File: config.mk
export PLATFORM = sky130hd
export DESIGN_NAME = sar_adc_ctrl
export DESIGN_NICKNAME = d
export VERILOG_FILES = /design/src/rtl/sar_adc_pkg.sv /design/src/rtl/sar_settle_timer.sv /design/src/rtl/sar_adc_ctrl.sv
export SDC_FILE = /design/constraint.sdc
export NUM_CORES = 1
export LEC_CHECK = 0
export BUFFER_PORTS_ARGS = -buffer_cell sky130_fd_sc_hd__buf_2
export CAP_MARGIN = 10
export CORE_ASPECT_RATIO = 0.8
export CORE_UTILIZATION = 49
export CTS_CLUSTER_DIAMETER = 120
export DETAILED_ROUTE_END_ITERATION = 12
export PLACE_DENSITY = 0.76
export SLEW_MARGIN = 20
export SYNTH_ARGS = -nofsm -noshare
export SYNTH_HDL_FRONTEND = slang
export SYNTH_HIERARCHICAL = 1
export SYNTH_SLANG_ARGS = --single-unit
File: constraint.sdc
create_clock -name clk -period 1.9 [get_ports clk]
set_input_delay 0 -clock clk [delete_from_list [all_inputs] [get_ports clk]]
set_output_delay 0 -clock clk [all_outputs]
set_load 0.05 [all_outputs]
File: src/rtl/sar_adc_pkg.sv
// sar_adc_pkg: shared states and sizing for the SAR ADC controller
package sar_adc_pkg;
  typedef enum logic [1:0] {IDLE, SETTLE, DECIDE} state_t;
  localparam int DEF_WIDTH = 10;
  localparam int DEF_SETTLE_CYC = 2;
  localparam int IDX_W = $clog2(DEF_WIDTH);
  localparam int CNT_W = 4;
endpackage

File: src/rtl/sar_settle_timer.sv
// sar_settle_timer: loadable down-counter that flags the end of a DAC settle window
module sar_settle_timer
  import sar_adc_pkg::*;
(
  input  logic             clk,
  input  logic             rst_n,
  input  logic             load,
  input  logic [CNT_W-1:0] load_val,
  output logic             expired
);
  logic [CNT_W-1:0] cnt;
  always_ff @(posedge clk or negedge rst_n)
    if (!rst_n) cnt <= '0;
    else if (load) cnt <= load_val;
    else if (cnt != '0) cnt <= cnt - 1'b1;
  assign expired = cnt == '0;
endmodule

File: src/rtl/sar_adc_ctrl.sv
// sar_adc_ctrl: binary-search SAR controller driving a DAC and sampling a comparator
module sar_adc_ctrl
  import sar_adc_pkg::*;
#(
  parameter int WIDTH = DEF_WIDTH,
  parameter int SETTLE_CYC = DEF_SETTLE_CYC
) (
  input  logic             clk,
  input  logic             rst_n,
  input  logic             start,
  input  logic             cmp,
  output logic [WIDTH-1:0] d,
  output logic             en,
  output logic             busy,
  output logic             done,
  output logic [WIDTH-1:0] data,
  output logic             valid
);
  localparam int IW = $clog2(WIDTH);
  state_t state, state_n;
  logic [WIDTH-1:0] d_n, data_n, code;
  logic [IW-1:0] idx, idx_n;
  logic valid_n, done_n, busy_n, load, expired;
  sar_settle_timer u_timer (
    .clk      (clk),
    .rst_n    (rst_n),
    .load     (load),
    .load_val (CNT_W'(SETTLE_CYC - 1)),
    .expired  (expired)
  );
  always_comb begin
    state_n = state;
    d_n = d;
    idx_n = idx;
    data_n = data;
    valid_n = valid;
    done_n = 1'b0;
    busy_n = busy;
    load = 1'b0;
    code = d;
    code[idx] = cmp;
    case (state)
      IDLE: begin
        d_n = '0;
        if (start) begin
          state_n = SETTLE;
          d_n = WIDTH'(1) << (WIDTH - 1);
          busy_n = 1'b1;
          valid_n = 1'b0;
          load = 1'b1;
        end
      end
      SETTLE: state_n = expired ? DECIDE : SETTLE;
      DECIDE: begin
        if (idx != '0) begin
          d_n = code | (WIDTH'(1) << (idx - 1'b1));
          idx_n = idx - 1'b1;
          load = 1'b1;
          state_n = SETTLE;
        end else begin
          data_n = code;
          done_n = 1'b1;
          valid_n = 1'b1;
          busy_n = 1'b0;
          d_n = '0;
          idx_n = IW'(WIDTH - 1);
          state_n = IDLE;
        end
      end
      default: state_n = IDLE;
    endcase
  end
  always_ff @(posedge clk or negedge rst_n)
    if (!rst_n) begin
      state <= IDLE;
      d <= '0;
      idx <= IW'(WIDTH - 1);
      data <= '0;
      valid <= 1'b0;
      done <= 1'b0;
      busy <= 1'b0;
    end else begin
      state <= state_n;
      d <= d_n;
      idx <= idx_n;
      data <= data_n;
      valid <= valid_n;
      done <= done_n;
      busy <= busy_n;
    end
  assign en = busy;
endmodule
==> results.toml, run 1 <==
[cts]
clockBufferDepth = 2
clock-sinks = 33
path_clk_slew_ps = 70
cts_buffers = 5
clkLatencyLatePin_ps = 290
cts_tree = "done"
cts_root_buffer = "clkbuf_8"
post_cts_buffers = 0
htree_levels = 2

[placement]
place_inst = 222
hpwl_mm = 2.48
portBuffers = 27
pre_cts_slack_ps = 15.9
place.gp.congestion = 0.864

[floorplanning]
rows = 18
die_area_mm2 = 0.00355
core_area_mm2 = 0.00313
die_w_um = 66.4
die_h_um = 53.5
start_util_pct = 51.9
ios = 28

[power_and_ir_drop]
clkPwrFrac_pct = 24.9
powerDensity_mw_per_mm2 = 1580
power_frac_comb_pct = 42.8
p_switching_uw = 1250
sw_frac_of_total_pct = 39.7
ir_drop_uv = 643
p_leak_uw = 0.00100
seqPwrFrac_pct = 32.2
p_int_uw = 1900

[setup_path]
cpLargestDelayFamily = "simple AND/OR/NAND/NOR gates"
cp_max_fo = 13
crit_chain = "or4b_4 -> or3_1 -> buf_6 -> mux2_4"
required_ps = 2080
worstSetupPathType = "reg -> reg"
cp_data_arrival_time_ps = 2030
critPathMaxStageDelay_ps = 540
end_kind = "flip-flop"
cp_num_buf_inv = 1
crit_slowest_cell = "or4b_4"
critPathLaunchType = "flip-flop"

[global_routing]
antenna_found_initial = 0
overflow = 0
grt_pass1_wl_mm = 5.78
grtUsageTotal_pct = 22.7
grt_max_degree = 34
grt_pass1_vias = 1233

[finish]
diodes = 0
drive_gt1_share_pct = 34.6
n_fill_cell = 254
multi_input_area_um2 = 722
fin_nets = 195
area_growth_pct = 22.4
seq_area_um2 = 828
finalNonFillerCells = 231

[drt]
drtAntennaViolNets = 0
post_drt_wl_per_cell_um = 15.7
wl_mm = 3.62
dr.pass1.iters = 4
viasPerCell = 5.67
dr.first_iter.drc_count = 81
drc = 0
vias = 1310

[hold_path]
min_path_type = "in -> reg"

[sta]
max_slew.worst_pin.slew_ps = 703
slew_viol_final = 0
setup_viol = 0
post-route-min-period_ps = 1850
setup_slack_ps = 45.8
whs_ps = 60.0
hold_viol = 0
tns_ps = 0
max_clock_freq_mhz = 539
slew_headroom_pct = 53.1
min_period_over_period_pct = 97.6
rsz0062_at_grt = "no"
skew_ps = 7.34

[logic_synthesis]
ys_types = 41
synth-warning-count = 6
yosysTopAreaCellShare_pct = 47.8
syn_area_mm2 = 0.00162
synth_area_leader_cell = "dfrtp_1"
syn_avg_cell_area_um2 = 10.5
synth_cells = 154
synth_top_flop_cell = "dfrtp_1"
async_flop_share_pct = 100
synth-compound-area-share_pct = 15.5
ys_ff_latch = 33
yosys.area_share.simple_pct = 17.0
muxShareOfSynthArea_pct = 8.63
ys_seq_area_share_pct = 51.0
synth-edff-count = 0
synth_xor_xnor_area_share_pct = 1.08
synth.area.top_cells = "dfrtp_1, mux2_2, o21ai_0"
synth_top_family_by_area = "simple AND/OR/NAND/NOR gates"
yosys.area_share.adder_pct = 0.770

[run]
drv_cap = 0

[outcome]
status = "finished clean"
==> sequential cells by signal, summed over array words and instances (netlist names) <==
signal	flops
d	10
data	10
idx	4
u_timer/cnt	4
state	2
busy	1
done	1
valid	1
==> synth_stat cells (all sizes together) (2+ instances only) <==
cell type and number:
o22a 2, o22ai 4, nand2b 5, inv 6, nor3 5, o21ai 13
or3b 2, nand2 12, nor3b 4, nor2 5, clkbuf 8, a21oi 7
buf 4, nor2b 6, conb 2, o21a 3, dfstp 2, mux2i 2
xnor2 2, mux2 10, dfrtp 31, a22o 3, or2 2
==> final cells by class <==
type	count	area share [%]
Inverter	6	1.13
Sequential cell	33	41.7
Tap cell	40	2.52
Timing Repair Buffer	39	11.6
Multi-Input combinational cell	105	36.3
Clock inverter	3	3.27
Clock buffer	5	3.46
==> through the flow <==
step	cell area, um2	power [uW]	util [%]
after CTS	1980	3140	63.2
final	1990	3150	63.5
after global routing	1990	3320	63.5
after floorplan	1630	1990	-
after detailed placement	1830	2330	58.5
after global placement	1830	2270	58.5
==> power by group through the flow <==
stage               Clock [uW]  Sequential [uW]  Combinational (uW)
floorplan                    0             1250                 741
global placement             0             1000                1260
detailed placement           0             1020                1310
CTS                        799             1010                1330
global route               817             1030                1470
finish                     786             1020                1350
==> cell usage in the layout, fill, tap and decap left out, types with 2 or more instances in the layout <==
cell type  count
inv_1          6
mux2i_1        2
a22o_1         3
mux2_4         2
nor3b_1        3
o21a_1         3
o21ai_0       12
nand2_1       12
mux2_2         8
or2_2          2
dfrtp_1       31
buf_2         27
nor2b_1        6
a21oi_1        6
o22a_1         2
o22ai_1        4
bufinv_16      2
nor3_1         5
conb_1         4
nand2b_1       5
buf_4         10
dfstp_2        2
or3b_2         2
nor2_1         5
xnor2_1        2
clkbuf_8       5
==> cells by family after synthesis <==
group	Yosys count
AOI/OAI and AO/OA	39
adders and majority gates	1
other	2
xor gates and xnor gates	2
muxes	12
and+or+nand+nor	47
buffers and inverters	18
DFF	33
==> path summary, 6_finish.rpt <==
kind / startpoint / endpoint / slack, ps / cells past startpoint
setup / recovery: idx[3] / data[7] / 50 / 4
setup reg to reg: idx[3] / data[7] / 50 / 4
min in group asynchronous: rst_n / data[7] / 290 / 2
hold / removal: cmp / data[0] / 60 / 2
max in group asynchronous: rst_n / idx[1] / 1150 / 2
hold reg to reg: data[4] / data[4] / 480 / 2
==> routing by layer <==
layer / track usage, % / up-vias / wire length [um] / part of all wire (%)
met5: 0 / - / 0 / 0
met4: 12.1 / 0 / 100 / 2.8
met3: 6.47 / 13 / 210 / 5.8
met2: 36.2 / 54 / 1750 / 48
li1: - / 604 / - / -
met1: 28.0 / 639 / 1560 / 43
==> what timing repair did <==
item,4_1_cts,5_1_grt
hold endpoints to repair,31,0
gates cloned,0,0
hold buffers,1,0
setup endpoints to repair,2,5
gates resized for setup,1,2
No activity file was read; power rests on OpenSTA's default activity.
==> inputs of run 2 (changes only) <==
- ABC_AREA: not set -> 1
- CORE_UTILIZATION: 49 -> 50
- PLACE_DENSITY: 0.76 -> 0.77
==> run 2 against run 1 <==
  * Clock power decreased by 35%
  * Largest cell class unchanged
  * Utilization decreased by 1.7 points
  * Total power increased by 5.9%
  * Non-clock buffer count decreased by 9
  * Sequential power increased by 16%
  * Global-route usage decreased by 0.48 points
==> results.toml, run 2 <==
[cts]
post_cts_buffers = 0
path_clk_slew_ps = 70
cts_root_buffer = "clkbuf_8"
clkLatencyLatePin_ps = 290
clock-sinks = 33
cts_tree = "done"
cts-resized-gates = 0
clockBufferDepth = 2
htree_levels = 2
cts_buffers = 5

[power_and_ir_drop]
ir_drop_uv = 1080
powerDensity_mw_per_mm2 = 1710
p_leak_uw = 0.00113

[floorplanning]
die_w_um = 66.9
die_area_mm2 = 0.00361
ios = 28
rows = 18
die_h_um = 53.9
core_area_mm2 = 0.00315
start_util_pct = 53.4

[logic_synthesis]
synth_cells = 221
synth.area.top_cells = "dfrtp_1, nand2_1, nand3_1"
syn_avg_cell_area_um2 = 7.62
async_flop_share_pct = 100
synth-compound-area-share_pct = 3.71
post-synth-top-count-cell = "nand2_1"
synth-warning-count = 6
yosysTopAreaCellShare_pct = 46.1
yosys.area_share.simple_pct = 38.1
synth_area_leader_cell = "dfrtp_1"
synth_xor_xnor_area_share_pct = 1.04
muxShareOfSynthArea_pct = 0
ys_seq_area_share_pct = 49.2
yosys.area_share.adder_pct = 0.743
synth_top_flop_cell = "dfrtp_1"
synth.cells.most_frequent = "nand2_1, dfrtp_1, nand3_1, inv_1, o21ai_0"
synth_top_family_by_area = "simple AND/OR/NAND/NOR gates"
syn_area_mm2 = 0.00168
synth-edff-count = 0
ys_types = 24
ys_ff_latch = 33

[setup_path]
worstSetupPathType = "reg -> reg"
crit_start = "idx[3]"
rrSetupSlack_ps = 240
required_ps = 2080
worst_setup_path_endpoint = "u_timer/cnt[3]"
r2r.worst_path.cells = 11
r2r-start = "idx[3]"
end_kind = "flip-flop"
critPathLaunchType = "flip-flop"
cp_max_fo = 10
cp_data_arrival_time_ps = 1850
r2r-end = "u_timer/cnt[3]"

[global_routing]
grt_pass1_wl_mm = 5.67
grt_pass1_vias = 1241
overflow = 0
grt_max_degree = 34
antenna_found_initial = 0
grtUsageTotal_pct = 22.3

[drt]
wl_mm = 3.46
dr.first_iter.drc_count = 128
viasPerCell = 4.83
post_drt_wl_per_cell_um = 11.7
drc = 0
dr.pass1.iters = 4
drtAntennaViolNets = 0
vias = 1429

[placement]
pre_cts_slack_ps = 219
place.gp.congestion = 0.901
dpl_cell_area_mm2 = 0.00186
portBuffers = 27
hpwl_mm = 2.58

[finish]
diodes = 0
final_common_cell = "nand2_1"
drive_gt1_share_pct = 21.1
top_regs = "d: 10 flops, data: 10 flops"
layout_common_cells = "nand2_1, dfrtp_1, buf_2, nand3_1, inv_1"
stdcell_area_mm2 = 0.00195
area_growth_pct = 15.8
fin_nets = 260

[sta]
skew_ps = 6.40
setup_viol = 0
rsz0062_at_grt = "no"
post-route-min-period_ps = 1660
tns_ps = 0
slew_viol_final = 0
setup_slack_ps = 239
hold_viol = 0
slew_headroom_pct = 51.8
max_clock_freq_mhz = 602
min_period_over_period_pct = 87.4
max_slew.worst_pin.slew_ps = 723

[run]
drv_cap = 0

[hold_path]
min_path_type = "in -> reg"

[outcome]
status = "finished clean"
-- run 2: changes by cell type after synthesis, moves of 6 or more --
cell	change
a21oi_1	-6
clkbuf_1	-7
inv_1	+11
mux2_2	-8
nand2_1	+99
nand3_1	+18
nor2b_1	-6
-- run 2: layout make-up --
cell class | instances | area (um2)
Inverter | 21 | 78.8
Fill cell | 293 | 1200
Sequential cell | 33 | 828
Tap cell | 40 | 50.0
Clock buffer | 6 | 72.6
Timing Repair Buffer | 30 | 160
Clock inverter | 2 | 10.0
Multi-Input combinational cell | 164 | 749
-- run 2: cell families (layout without fill, tap and decap cells) --
| logic type | Yosys count | in the layout |
|---|---|---|
| adder cells (fa/ha/maj) | 1 | 1 |
| other | 2 | 4 |
| AND/OR/NAND/NOR | 145 | 145 |
| XOR/XNOR | 2 | 2 |
| AO/OA/AOI/OAI | 12 | 12 |
| buffers and inverters | 26 | 59 |
| flip-flops | 33 | 33 |
-- run 2: metrics by stage --
stage / util, % / cells / power (uW) / hold slack (ps)
after floorplan: - / 223 / 2480 / -296
after global placement: 58.9 / 287 / 2800 / 87.9
after detailed placement: 58.9 / 287 / 2840 / 103
after CTS: 61.8 / 296 / 3360 / 31.7
after global routing: 61.8 / 296 / 3590 / 51.3
final: 61.8 / 296 / 3330 / 44.7
-- run 2: power by group --
group | total [uW] | internal [uW] | switching [uW]
clock network | 508 | 253 | 255
logic | 1650 | 438 | 1210
registers | 1180 | 967 | 212
total | 3330 | 1660 | 1680
-- run 2: worst min-delay path by stage --
stage,depth (start not counted),startpoint,to,slack (ps)
6_report,3,cmp,data[0],40
5_1_grt,3,cmp,data[0],50
4_1_cts,3,cmp,data[0],30
3_5_place_dp,1,rst_n,done,100
3_3_place_gp,1,rst_n,data[3],90
2_1_floorplan,0,rst_n,busy,-300
-- run 2: repair_timing --
item,in CTS,in global routing
endpoints found under the hold margin,31,0
endpoints found under the setup margin,0,0
hold buffers,1,0
-- run 2: worst max-delay path: stages, from the launching register on --
cell     delay (ps)
dfstp_2         590
nor2_4           80
nand2_2         110
inv_2            70
nor2_8          160
inv_2            60
nand2_1         170
inv_1            90
nand2_1          90
inv_1            40
nand2_1          50
nand2_1          40
-- run 2: per-layer routing --
layer	GRT usage [%]	wire, um	vias up
li1	-	-	739
met1	29.7	1730	647
met2	33.7	1480	36
met3	8.05	191	7
met4	7.45	52	0
met5	0	0	-
